$ cat src/rtl/logic_op_unit.sv
// logic_op_unit: debounced-button mode selector applying one of eight bitwise ops to synchronised switch banks
module logic_op_unit #(
  parameter int WIDTH = 4,
  parameter int DEBOUNCE_CYCLES = 16
) (
  input  logic             clk,
  input  logic             rst_n,
  input  logic [WIDTH-1:0] a,
  input  logic [WIDTH-1:0] b,
  input  logic             btn_mode,
  output logic [WIDTH-1:0] y,
  output logic [2:0]       mode,
  output logic             valid
);
  localparam int CW = $clog2(DEBOUNCE_CYCLES);
  localparam logic [CW-1:0] LAST = CW'(DEBOUNCE_CYCLES - 1);
  localparam logic [0:0] FILL = 1'b0;
  localparam logic [0:0] RUN = 1'b1;
  logic [WIDTH-1:0] a_s1, a_s, b_s1, b_s, op_y;
  logic btn_s1, btn_s, btn_db;
  logic [CW-1:0] cnt;
  logic [1:0] fill_cnt;
  logic [0:0] state;
  always_comb begin
    op_y = '0;
    case (mode)
      3'd0: op_y = a_s & b_s;
      3'd1: op_y = a_s | b_s;
      3'd2: op_y = a_s ^ b_s;
      3'd3: op_y = ~(a_s & b_s);
      3'd4: op_y = ~(a_s | b_s);
      3'd5: op_y = ~(a_s ^ b_s);
      3'd6: op_y = a_s;
      default: op_y = ~a_s;
    endcase
  end
  assign valid = (state == RUN);
  always_ff @(posedge clk or negedge rst_n) begin
    if (!rst_n) begin
      a_s1 <= '0;
      a_s <= '0;
      b_s1 <= '0;
      b_s <= '0;
      btn_s1 <= 1'b0;
      btn_s <= 1'b0;
      btn_db <= 1'b0;
      cnt <= '0;
      mode <= 3'd0;
      y <= '0;
      fill_cnt <= 2'd0;
      state <= FILL;
    end else begin
      a_s1 <= a;
      a_s <= a_s1;
      b_s1 <= b;
      b_s <= b_s1;
      btn_s1 <= btn_mode;
      btn_s <= btn_s1;
      // a change is accepted only after DEBOUNCE_CYCLES consecutive differing cycles
      if (btn_s == btn_db) cnt <= '0;
      else if (cnt == LAST) begin
        cnt <= '0;
        btn_db <= btn_s;
        if (btn_s) mode <= mode + 3'd1;
      end else cnt <= cnt + 1'b1;
      y <= op_y;
      if (state == FILL) begin
        fill_cnt <= fill_cnt + 2'd1;
        if (fill_cnt == 2'd2) state <= RUN;
      end
    end
  end
endmodule
$ cat config.mk
export PLATFORM = sky130hd
export DESIGN_NAME = logic_op_unit
export DESIGN_NICKNAME = d
export VERILOG_FILES = /design/src/rtl/logic_op_unit.sv
export SDC_FILE = /design/constraint.sdc
export NUM_CORES = 1
export LEC_CHECK = 0
export ABC_CLOCK_PERIOD_IN_PS = 2350
export BUFFER_PORTS_ARGS = -buffer_cell sky130_fd_sc_hd__buf_2
export CELL_PAD_IN_SITES_DETAIL_PLACEMENT = 1
export CELL_PAD_IN_SITES_GLOBAL_PLACEMENT = 2
export CORE_MARGIN = 4
export CORE_UTILIZATION = 39
export CTS_BUF_LIST = sky130_fd_sc_hd__clkbuf_4 sky130_fd_sc_hd__clkbuf_8
export CTS_CLUSTER_SIZE = 12
export DETAILED_ROUTE_END_ITERATION = 12
export MAX_ROUTING_LAYER = met4
export PLACE_DENSITY = 0.88
export SYNTH_ARGS = -nofsm -noshare
export SYNTH_HDL_FRONTEND = slang
export SYNTH_SLANG_ARGS = --single-unit
$ cat constraint.sdc
create_clock -name clk -period 2.35 [get_ports clk]
set_clock_uncertainty 0.15 [all_clocks]
set_input_delay 0.47 -clock clk [delete_from_list [all_inputs] [get_ports clk]]
set_output_delay 0.47 -clock clk [all_outputs]
set_load 0.05 [all_outputs]
==> results by stage <==
CTS:
- The post-CTS resize count is 0.
- Clock-pin slew was measured on the worst setup and hold paths at 0.07 ns.
- TritonCTS built the clock tree.
- No sink is reached through more buffers than the 2 on the longest clock path.
- The count of clock tree sinks is 33.
- The buffers inserted during post-CTS setup optimization is 0.
- The count of hold buffers inserted by post-cts repair is 0.
- The total CTS buffers is 5.
- The root buffer cell chosen for the clock tree is clkbuf_8.
- The depth of the CTS H-tree is 2.
- For the worst-skew pair, the clock arrives at the later sink with an insertion delay of 0.29 ns.

Timing:
- Measured against its own limit, the worst slew margin works out to 0.534.
- The number of pins with negative max-slew slack in the final report came to 0.
- After routing, the total negative slack on setup checks comes to 0 ns.
- The fmax is 0.511 GHz.
- The portion of the clock cycle consumed by the worst path in the final layout is 0.833.
- Setup repair after global routing left no endpoint under its margin.
- Setup violations remaining at the end of the flow were counted as 0.
- The number of failing hold endpoints at the final stage came to 0.
- The worst path in the final design needs a cycle of 1.96 ns, including I/O delays and setup.
- The slew at the pin with the worst max-slew slack is 0.699 ns.

Final layout:
- After routing the design area is 0.00168 mm².
- Of the cells placed in the final design, the portion with a size suffix greater than 1 is 0.203.
- Compared with the post-synthesis result, the final layout area differs by 15.1%.
- Once layout is complete, the utilization of the core stands at 0.485.
- After filler insertion, the fill cell instance count of the layout stands at 402.
- 0 antenna diodes ended up in the layout.
- The net count of the finished layout is 174.

Global route:
- The number of global-route vias before repair is 1135.
- The first global-routing pass estimated 5110 µm of wire.
- Entering global routing, the biggest net connects 34 pins.
- The overall track demand over capacity in global routing is 0.143.
- The initial antenna violation count is 0.
- The met2 track utilization from global routing is 0.234.
- Summed over all layers, the global routing overflow is 0.
- In the global route stage, met3 resource usage came out at 0.0594.
- For this run, global-route usage on met1 was measured as 0.145.
- The most crowded layer after global routing is met2.

Floorplanning:
- For this configuration, the core starts out at a cell density of 0.422.
- Row generation in the floorplan step produced 21 rows.
- The core region is 0.00347 mm².
- The die covers 0.00479 mm².
- The die extent in x is 69.2 µm.
- The die is 69.2 µm tall.
- 19 I/O pins were placed.

Placement:
- The number of port buffers is 18.
- The placed instance area is 0.00160 mm².
- The HPWL after detailed placement is 2070 µm.
- The congestion estimate from routability-driven global placement came to 0.824.

Setup path:
- The data required time of the worst path is 2.41 ns.
- The data arrival time at the worst-slack endpoint is 2.02 ns.
- For the worst flop-to-flop path, the logic depth is 5.
- The worst register-to-register path begins at mode[0].
- The worst register-to-register path ends at y[0].
- The category of the most critical setup path is reg2reg.
- The internal reg-to-reg setup slack is 0.39 ns.
- The maximum fanout along the worst path is 8.
- STA classifies the critical path startpoint as a flop.
- The worst setup path is captured at a flop.

Power:
- The portion of total power attributed to combinational logic is 0.066.
- Of the total power, the clock network draws 0.385.
- In this run the static leakage power is 0.000801 µW.
- The switching component of the power is 283 µW.
- The maximum vdd ir drop is 0.453 mV.
- In this run the power density over the cells is 657 mW/mm².
- The internal power consumption is 822 µW.
- The fraction of power spent switching nets is 0.256.
- The sequential power share is 0.548.

Synth:
- In the synthesized netlist, the number of instances is 124.
- The Yosys step of the flow raised 0 warnings.
- The synthesized netlist occupies a cell area of 0.00146 mm².
- After synthesis, the netlist uses 25 different library cells.
- The synthesized area divided by synthesized cell count is 11.8 µm².
- The flop and latch count out of synthesis is 33.
- Of the synthesized area, sequential elements account for 0.565.
- The post-synthesis net count is 151.

Detailed routing:
- The detailed router finished its first iteration with 40 violations.
- The first detailed-routing pass took 6 iterations.
- The total wire length is 2870 µm.
- Detailed routing inserted a total of 976 vias.
- After detailed routing, the average wire length per cell comes to 14.8 µm.
- In the routed design, unresolved DRC markers number 0.
- Dividing the detail-routed via count by the number of cells gives 5.03.
- The detail route stage leaves a number of antenna-violating nets equal to 0.

Worst hold path:
- The type of the tightest min-delay check is in2async.

Run:
- Across the run, the number of max-cap violations was 0.

Run status:
- The run finished with clean final reports.
## cell usage after synthesis
master	instances	area (µm²)
xnor2_1	3	26.3
o31a_1	2	17.5
nor3b_1	1	7.51
nor4_4	1	21.3
a32oi_1	4	35.0
o211ai_1	3	22.5
buf_2	2	10.0
mux2_2	1	11.3
a21oi_1	6	30.0
a31oi_1	1	6.26
nand4_1	1	6.26
ha_1	16	200
nand2_1	8	30.0
buf_6	1	11.3
a22oi_1	1	7.51
or2_2	1	6.26
a221oi_1	1	8.76
dfrtp_1	33	826
nor2b_1	1	6.26
inv_1	19	71.3
nor2_1	2	7.51
a221o_1	2	20.0
o21ai_0	10	50.1
nand4b_1	1	8.76
nand3_1	3	15.0
## per-stage QoR
| step | cells | power [µW] | setup slack [ns] | hold WS [ns] |
|---|---|---|---|---|
| final | 194 | 1110 | 0.392 | 0.0667 |
| after global routing | 194 | 1170 | 0.189 | 0.105 |
| after CTS | 194 | 1130 | 0.375 | 0.0900 |
| after detailed placement | 186 | 692 | 0.384 | 0.186 |
| after global placement | 186 | 686 | 0.491 | 0.183 |
| after floorplan | 124 | 656 | 0.193 | 0.0244 |
## metal layers
metal	routed length (µm)	part of all wire
met3	139	0.048
met4	78	0.027
met1	1130	0.39
met2	1520	0.53
met5	0	0
## critical path, stage by stage (launching register included)
cell and delay, ns:
dfrtp_1 0.44, ha_1 0.23, ha_1 0.26, nor4_4 0.50, a21oi_1 0.08, a32oi_1 0.21
## cells in the final DEF (no fill, tap or decap), drive strengths merged, types with 2 or more instances in the layout
master  instances
o211ai          3
buf            19
nor2            2
o21ai          10
ha             16
dfrtp          33
a32oi           4
xnor2           3
clkbuf          5
a21oi           6
o31a            2
a221o           2
nand2           8
inv            19
nand3           3
clkinv          2
## worst max-delay path by stage
stage                        from  endpoint  slack [ns]
after global placement    mode[0]      y[1]        0.49
after global routing      mode[0]      y[2]        0.19
after CTS                 mode[0]      y[1]        0.37
after floorplan           mode[2]      y[2]        0.19
after detailed placement  mode[0]      y[1]        0.38
final                     mode[0]      y[0]        0.39
## sequential cells by signal, summed over array words and instances (netlist names)
signal and cells:
cnt 4, b_s 4, mode 3, a_s1 4, y 4, fill_cnt 2
btn_db 1, b_s1 4, btn_s 1, a_s 4, btn_s1 1, valid 1
## area by class of cell
cell class / instances / area (µm²) / area share
Clock inverter: 3 / 17.5 / 0.0104
Multi-Input combinational cell: 69 / 544 / 0.323
Timing Repair Buffer: 19 / 97.6 / 0.0580
Clock buffer: 5 / 68.8 / 0.0409
Sequential cell: 33 / 826 / 0.491
Inverter: 19 / 71.3 / 0.0424
Tap cell: 46 / 57.6 / 0.0342
## kinds of logic (layout without fill, tap and decap cells)
kind of cell	after synthesis	after routing	share of synthesized area
adders and majority gates	16	16	0.137
and+or+nand+nor	19	19	0.0744
DFF	33	33	0.565
xor gates and xnor gates	3	3	0.0180
muxes	1	1	0.00770
buffers and inverters	22	46	0.0633
AOI/OAI and AO/OA	30	30	0.135
## power by group through the flow
stage	Combinational [µW]	Clock, µW	Sequential, µW
finish	73.4	426	606
global route	85.9	475	608
CTS	75.6	444	606
detailed placement	74.9	0	617
global placement	70.9	0	615
floorplan	30.9	0	625
Power figures use the tool's default switching activity.
